$ cat config.mk
export PLATFORM = sky130hd
export DESIGN_NAME = axis_fifo_reader
export DESIGN_NICKNAME = d
export VERILOG_FILES = /design/src/rtl/axis_fifo_reader.sv
export SDC_FILE = /design/constraint.sdc
export NUM_CORES = 1
export LEC_CHECK = 0
export CAP_MARGIN = 40
export CORE_UTILIZATION = 45
export CTS_BUF_LIST = sky130_fd_sc_hd__clkbuf_4
export DETAILED_ROUTE_END_ITERATION = 12
export GPL_TIMING_DRIVEN = 1
export PLACE_DENSITY_LB_ADDON = 0.25
export SETUP_SLACK_MARGIN = 0.2
export SYNTH_ARGS = -nofsm -noshare
export SYNTH_HDL_FRONTEND = slang
export SYNTH_SLANG_ARGS = --single-unit
export TNS_END_PERCENT = 1
$ cat constraint.sdc
create_clock -name aclk -period 2.9 [get_ports aclk]
set_input_delay 0.58 -clock aclk [delete_from_list [all_inputs] [get_ports aclk]]
set_output_delay 0.58 -clock aclk [all_outputs]
set_load 0.02 [all_outputs]
$ cat src/rtl/axis_fifo_reader.sv
// Drains whole packets of cfg_data words from an AXI4-Stream FIFO once enough words are buffered.
// Optional idle-timeout flush of short packets: define AXIS_FIFO_READER_FLUSH_EN.
module axis_fifo_reader #(
  parameter int AXIS_TDATA_WIDTH = 32,
  parameter int CNTR_WIDTH       = 16
`ifdef AXIS_FIFO_READER_FLUSH_EN
  ,
  parameter int FLUSH_CYCLES     = 1024
`endif
) (
  input  logic                        aclk,
  input  logic                        areset,
  input  logic [CNTR_WIDTH-1:0]       cfg_data,
  input  logic [15:0]                 fifo_count,
  output logic [31:0]                 sts_data,
`ifdef AXIS_FIFO_READER_FLUSH_EN
  output logic [31:0]                 flush_count,
`endif
  input  logic [AXIS_TDATA_WIDTH-1:0] s_axis_tdata,
  input  logic                        s_axis_tvalid,
  output logic                        s_axis_tready,
  output logic [AXIS_TDATA_WIDTH-1:0] m_axis_tdata,
  output logic                        m_axis_tvalid,
  input  logic                        m_axis_tready,
  output logic                        m_axis_tlast
);

  localparam int CMP_W = (CNTR_WIDTH > 16) ? CNTR_WIDTH : 16;
  localparam logic [CNTR_WIDTH-1:0] ONE = CNTR_WIDTH'(1);

  typedef enum logic {IDLE, BURST} state_t;

  state_t                      state_q, state_d;
  logic [CNTR_WIDTH-1:0]       cnt_q, cnt_d;
  logic [CNTR_WIDTH-1:0]       len_q, len_d;
  logic [AXIS_TDATA_WIDTH-1:0] tdata_q, tdata_d;
  logic                        tvalid_q, tvalid_d;
  logic                        tlast_q, tlast_d;
  logic [31:0]                 sts_q, sts_d;
  logic                        s_ready;

  // Compare in a width wide enough for both operands so long lengths never wrap.
  logic [CMP_W-1:0] count_ext, cfg_ext;
  logic             start_full;
  assign count_ext  = CMP_W'(fifo_count);
  assign cfg_ext    = CMP_W'(cfg_data);
  assign start_full = (cfg_data != '0) && (count_ext >= cfg_ext);

`ifdef AXIS_FIFO_READER_FLUSH_EN
  localparam logic [CNTR_WIDTH-1:0] FLUSH_LAST = CNTR_WIDTH'(FLUSH_CYCLES - 1);
  logic [CNTR_WIDTH-1:0] timer_q, timer_d;
  logic [31:0]           flush_q, flush_d;
  logic                  flush_cond, flush_go;
  assign flush_cond = (state_q == IDLE) && (count_ext != '0) && (count_ext < cfg_ext);
  assign flush_go   = flush_cond && (timer_q == FLUSH_LAST);
`endif

  always_comb begin
    state_d  = state_q;
    cnt_d    = cnt_q;
    len_d    = len_q;
    tdata_d  = tdata_q;
    tvalid_d = tvalid_q;
    tlast_d  = tlast_q;
    sts_d    = sts_q;
    s_ready  = 1'b0;
`ifdef AXIS_FIFO_READER_FLUSH_EN
    timer_d  = '0;
    flush_d  = flush_q;
    if (flush_cond && !flush_go) begin
      timer_d = timer_q + ONE;
    end
`endif

    // Drain first; a same-cycle load below overrides the clear.
    if (tvalid_q && m_axis_tready) begin
      tvalid_d = 1'b0;
      tlast_d  = 1'b0;
      if (tlast_q) begin
        sts_d = sts_q + 32'd1;
      end
    end

    case (state_q)
      IDLE: begin
        if (start_full) begin
          len_d   = cfg_data;
          cnt_d   = '0;
          state_d = BURST;
        end
`ifdef AXIS_FIFO_READER_FLUSH_EN
        else if (flush_go) begin
          len_d   = count_ext[CNTR_WIDTH-1:0];
          cnt_d   = '0;
          state_d = BURST;
          flush_d = flush_q + 32'd1;
        end
`endif
      end
      BURST: begin
        s_ready = ~tvalid_q | m_axis_tready;
        if (s_ready && s_axis_tvalid) begin
          tdata_d  = s_axis_tdata;
          tvalid_d = 1'b1;
          tlast_d  = (cnt_q == len_q - ONE);
          cnt_d    = cnt_q + ONE;
          if (cnt_q == len_q - ONE) begin
            state_d = IDLE;
          end
        end
      end
      default: state_d = IDLE;
    endcase
  end

  always_ff @(posedge aclk) begin
    if (areset) begin
      state_q  <= IDLE;
      cnt_q    <= '0;
      len_q    <= '0;
      tdata_q  <= '0;
      tvalid_q <= 1'b0;
      tlast_q  <= 1'b0;
      sts_q    <= '0;
`ifdef AXIS_FIFO_READER_FLUSH_EN
      timer_q  <= '0;
      flush_q  <= '0;
`endif
    end else begin
      state_q  <= state_d;
      cnt_q    <= cnt_d;
      len_q    <= len_d;
      tdata_q  <= tdata_d;
      tvalid_q <= tvalid_d;
      tlast_q  <= tlast_d;
      sts_q    <= sts_d;
`ifdef AXIS_FIFO_READER_FLUSH_EN
      timer_q  <= timer_d;
      flush_q  <= flush_d;
`endif
    end
  end

  assign s_axis_tready = s_ready;
  assign m_axis_tdata  = tdata_q;
  assign m_axis_tvalid = tvalid_q;
  assign m_axis_tlast  = tlast_q;
  assign sts_data      = sts_q;
`ifdef AXIS_FIFO_READER_FLUSH_EN
  assign flush_count   = flush_q;
`endif

endmodule

==> results.yml, run 1 <==
status:
  status: "complete, no violations"
setup_path:
  slowest_stage: "clkdlybuf4s50_1"
  path_buf_inv: 2
  crit_required_ps: 2320
  crit_top_cell: "clkdlybuf4s50_1"
  path_class: "in -> out"
  path_cells: "clkdlybuf4s50_1 > nand2b_1 > and2_1 > clkdlybuf4s50_1"
  worstPathArrival_ps: 2060
  crit_path_end_kind: "primary output"
  cp_slowest_stage_delay_ps: 640
  crit_fanout: 4
  setup.worst_path.start_class: "input pin"
  crit_family: "buffers and inverters"
timing:
  max_slew.worst_pin.slew_ps: 626
  fin_crit_sh: 0.909
  final.setup.worst_slack_ps: 263
  max_freq_ghz: 0.379
  slew_viol_final: 0
  fin_skew_ps: 20.9
  hold_viol: 0
  whs_ps: 469
  fin_setup_tns_ps: 0
  max-slew-margin-rel: 0.583
  rsz0062_at_grt: "true"
  setup_viol: 0
  post-route-min-period_ps: 2640
die:
  die_y_um: 106
  num_rows: 37
  core_um2: 10400
  io_pins: 135
  dieArea_um2: 11200
  dieWidth_um: 106
  initial_core_util: 0.467
cts:
  post_cts_buffers: 0
  clockBufferDepth: 2
  cts_buffers: 9
  cts_tree: "built"
  clk_pin_slew_ps: 160
  ctsRootBufferMaster: "clkbuf_4"
  cts.sinks: 99
  htreeDepth: 3
  clk_latency_ps: 450
synth:
  synth-edff-count: 0
  yosys_warnings: 0
  synth_top_area_cell: "dfxtp_1"
  synth-async-reset-ratio: 0
  netlist_area_um2: 4840
  avgSynthCellArea_um2: 8.34
  synth_ff_type: "dfxtp_1"
  synth_top_area_frac: 0.410
  netlist_instances: 580
  synthTopCellsByArea: "dfxtp_1 (41%), xor2_1 (6.7%), nand2_1 (6.5%)"
  synth-seq-area-share: 0.410
  synth_nets: 667
  synth.distinct_cells: 52
  ys_seq_elements: 99
cells_and_area:
  multiInputGateArea_um2: 2630
  regArea_um2: 1980
  fillers: 920
  final_area_um2: 6520
  fin_util: 0.629
  area_delta_synth_final_pct: 34.7
  antenna-diode-count: 0
  fin_nets: 800
  drive_gt1_frac: 0.0599
drt:
  drcViolationCount: 0
  drt_iter0_markers: 160
  dr.pass1.iters: 4
  top_layer: "met4"
  routed_wl_mm: 12.0
  drt-wirelength-per-cell_um: 14.0
  ant_nets: 0
  via_per_inst: 5.28
  met3WireLength_um: 614
  drt-met1-wl_mm: 5.36
  num_vias: 4507
  wl_met2_mm: 5.81
placed_design:
  gp_congestion: 0.834
  pre_cts_slack_ps: -145
  io_buffers: 134
  placement.cell_area_um2: 6350
  dp_hpwl_mm: 9.03
grt:
  grt-ovfl-total: 0
  grt_use_total: 0.226
  grt_pass1_wl_mm: 20.5
  grt_pass1_vias: 4485
  grt_antenna_before_repair: 0
  grt_max_degree: 39
power_and_ir_drop:
  power_leakage_nw: 2.50
  pwr_density_cell_nw_per_um2: 439
  peakVddDrop_v: 0.000234
run:
  drv_cap: 0
worst_hold_path:
  hp-class: "reg -> reg"
## cell families after synthesis
logic type | Yosys count | synth area share
flops | 99 | 0.410
buf+inv | 54 | 0.0473
mux | 18 | 0.0372
compound gates | 72 | 0.0892
fa+ha+maj | 19 | 0.0491
xor+xnor | 63 | 0.114
simple gates | 255 | 0.254
## what timing repair did
action                                  4_1_cts  5_1_grt
resized for setup                             0        1
hold buffers                                  0        0
endpoints found under the setup margin        0        4
## cells in the mapped netlist (10+ instances only)
cell type,instances
inv_1,22
xor2_1,37
mux2i_1,18
and3_1,11
a21oi_1,45
xnor2_1,26
nand2_1,84
ha_1,19
nor4_1,10
nor2_1,66
dfxtp_1,99
clkbuf_1,26
nand4_1,10
nand3_1,27
## routing by layer
metal | up-vias | GRT usage
li1 | 2238 | -
met5 | - | 0
met1 | 2148 | 0.272
met3 | 16 | 0.0588
met4 | 0 | 0.0685
met2 | 105 | 0.392
## report_power, final
part | total, mW | internal [mW] | switching, mW
Sequential | 1.45 | 1.41 | 0.0442
Combinational | 0.571 | 0.296 | 0.275
Clock | 0.844 | 0.358 | 0.486
Total | 2.87 | 2.06 | 0.806
## layout by cell type (no fill, tap or decap), drive strengths merged, types with 3 or more instances in the layout
cell type / netlist / routed
nand3: 28 / 28
clkdlybuf4s50: 0 / 133
nor3: 8 / 8
mux2i: 18 / 18
ha: 19 / 19
dfxtp: 99 / 99
o21ai: 7 / 7
nand4: 10 / 10
nor4: 10 / 10
and4: 8 / 8
clkbuf: 27 / 9
nand3b: 4 / 4
buf: 5 / 21
or4: 3 / 3
nor2: 66 / 66
xnor2: 26 / 26
and3: 11 / 11
or3: 7 / 7
inv: 22 / 24
and2: 4 / 4
xor2: 37 / 37
or2: 3 / 3
a21oi: 45 / 45
nand2: 84 / 84
## cell type report
type                       count  share of cell area
multi-input combinational    427               0.404
sequential                    99               0.304
timing repair buffer         154               0.228
tap                          136              0.0261
clock inverter                 7              0.0153
inverter                      22              0.0127
clock buffer                   9              0.0104
## path summary, 6_finish.rpt
| check | start | endpoint | slack, ps | cells after the start |
|---|---|---|---|---|
| max reg2reg | len_q[0]$_SDFFE_PP0P_ | state_q$_SDFF_PP0_ | 430 | 7 |
| min | m_axis_tdata[17]$_SDFFE_PP0P_ | m_axis_tdata[17]$_SDFFE_PP0P_ | 470 | 2 |
| min reg2reg | m_axis_tdata[17]$_SDFFE_PP0P_ | m_axis_tdata[17]$_SDFFE_PP0P_ | 470 | 2 |
| max | m_axis_tready | s_axis_tready | 260 | 4 |
## worst min-delay path, stage by stage (launching register included)
cell and delay, ps:
dfxtp_1 340, nand2_1 50, a21oi_1 50
## state kept, by name, indices dropped and copies added, names as in the netlist
register,cells
state_q,1
cnt_q,16
m_axis_tlast,1
len_q,16
m_axis_tvalid,1
m_axis_tdata,32
sts_data,32
## per-stage QoR
stage,total power [mW],std cells
floorplan,1.83,580
global placement,2.03,838
detailed placement,2.05,838
CTS,2.89,854
global route,3.01,854
finish,2.87,854
Note: power is estimated with default switching activity, not from simulation.
==> run 2: changes to the inputs <==
- REMOVE_ABC_BUFFERS: not set -> 1
==> run 2 against run 1 <==
Cell count is the same. Via count decreased by 2.6%. Cell area rose by 0.17%. Register-to-register slack barely moved. Sequential power about the same. First-iteration DRC count up 15%. Critical path type is now in -> reg.
==> results.yml, run 2 (same netlist as run 1, synthesis figures left out) <==
die:
  num_rows: 37
  initial_core_util: 0.467
  io_pins: 135
  core_um2: 10400
  dieArea_um2: 11200
  die_y_um: 106
  dieWidth_um: 106
worst_hold_path:
  hp-class: "reg -> reg"
  worstHoldStart: "m_axis_tdata[1]$_SDFFE_PP0P_"
  min_path_cells: 2
  hold_end: "m_axis_tdata[1]$_SDFFE_PP0P_"
setup_path:
  r2r-end: "state_q$_SDFF_PP0_"
  r2r_cells: 8
  crit_fanout: 16
  path_class: "in -> reg"
  setup.worst_path.start_class: "input pin"
  r2r_slack_ps: 430
  rr_startpoint: "len_q[0]$_SDFFE_PP0P_"
  crit_required_ps: 3230
  crit_path_end_kind: "flop"
  worstPathArrival_ps: 2940
cells_and_area:
  area_delta_synth_final_pct: 35.0
  drive_gt1_frac: 0.0586
  layout_commonest_cell: "clkdlybuf4s50_1"
  fin_util: 0.630
  fin_nets: 799
  mostFrequentLayoutCells: "clkdlybuf4s50_1 (133), dfxtp_1 (99), nand2_1 (84)"
  final_area_um2: 6530
  fillers: 916
  instances_no_fill: 854
cts:
  cts_buffers: 9
  htreeDepth: 3
  clk_latency_ps: 460
  cts_tree: "built"
  ctsRootBufferMaster: "clkbuf_4"
  clockBufferDepth: 2
  cts.sinks: 99
  post_cts_buffers: 0
  clk_pin_slew_ps: 130
power_and_ir_drop:
  peakVddDrop_v: 0.000282
  fin_total_pwr_mw: 2.92
  pwr_density_cell_nw_per_um2: 448
  power_leakage_nw: 2.51
drt:
  top_layer: "met4"
  drt-wirelength-per-cell_um: 13.5
  wl_met2_mm: 5.59
  met3WireLength_um: 425
  drt-met1-wl_mm: 5.27
  routed_wl_mm: 11.5
  num_vias: 4390
  via_per_inst: 5.14
  ant_nets: 0
  dr.pass1.iters: 4
  drt_iter0_markers: 184
  drcViolationCount: 0
status:
  status: "complete, no violations"
timing:
  rsz0062_at_grt: "true"
  final.setup.worst_slack_ps: 290
  fin_setup_tns_ps: 0
  setup_viol: 0
  hold_viol: 0
  post-route-min-period_ps: 2610
  max_freq_ghz: 0.383
  fin_skew_ps: 23.9
  fin_crit_sh: 0.900
  max-slew-margin-rel: 0.664
  slew_viol_final: 0
  whs_ps: 461
  max_slew.worst_pin.slew_ps: 503
placed_design:
  dp.cells: 837
  gp_congestion: 0.810
  io_buffers: 134
  placement.cell_area_um2: 6340
  dp_hpwl_mm: 8.72
  pre_cts_slack_ps: -111
run:
  drv_cap: 0
grt:
  grt_pass1_vias: 4131
  grt_antenna_before_repair: 1
  grt_pass1_wl_mm: 19.2
  grt-ovfl-total: 0
  grt_use_total: 0.214
  grt_max_degree: 43
## run 2: cell count changes in the layout (fill, tap and decap cells not counted), sizes merged
| cell | change |
|---|---|
| diode | +1 |
| clkinv | -1 |
| clkbuf | +2 |
| bufinv | +1 |
| buf | -1 |
| inv | -2 |
## run 2: worst max-delay path: stages
cell             delay [ps]
clkdlybuf4s50_1         500
inv_1                    50
ha_1                    310
and4_1                  220
nand2_1                  80
nor4_1                  320
o31a_1                  270
buf_4                   310
mux2i_1                 230
nor2_1                   50
## run 2: power by group
group          leakage (nW)  switching (mW)  internal, mW  total (mW)
logic                  1.61           0.277         0.296       0.573
clock network        0.0947           0.445         0.454       0.899
registers             0.802          0.0462          1.41        1.45
total                  2.51           0.768          2.15        2.92
## run 2: worst max-delay path by stage
stage,start,end,slack [ps],depth (start not counted)
2_1_floorplan,cfg_data[14],cnt_q[10]$_SDFFE_PP0P_,230,8
3_3_place_gp,fifo_count[0],cnt_q[6]$_SDFFE_PP0P_,-130,9
3_5_place_dp,cfg_data[14],len_q[5]$_SDFFE_PP0P_,-110,10
4_1_cts,len_q[0]$_SDFFE_PP0P_,state_q$_SDFF_PP0_,220,8
5_1_grt,cfg_data[14],len_q[6]$_SDFFE_PP0P_,130,10
6_report,cfg_data[14],len_q[0]$_SDFFE_PP0P_,290,10
## run 2: metal layers
layer  global-route usage  vias to the layer above
met1                0.271                     2026
met5                    0                        -
met3               0.0254                       19
met4                0.104                        0
met2                0.358                      106
li1                     -                     2239
## run 2: area by class of cell
type                       instances  area, µm²  share of cell area
antenna                            1       2.50            0.000383
clock buffer                      11       82.6              0.0126
clock inverter                     5        101              0.0155
inverter                          22       82.6              0.0126
multi-input combinational        427       2630               0.403
sequential                        99       1980               0.303
tap                              136        170              0.0260
timing repair buffer             153       1480               0.226
## run 2: repair_timing
item / in CTS / in global routing
gates resized for setup: 0 / 1
setup endpoints to repair: 0 / 17
hold buffers: 0 / 0
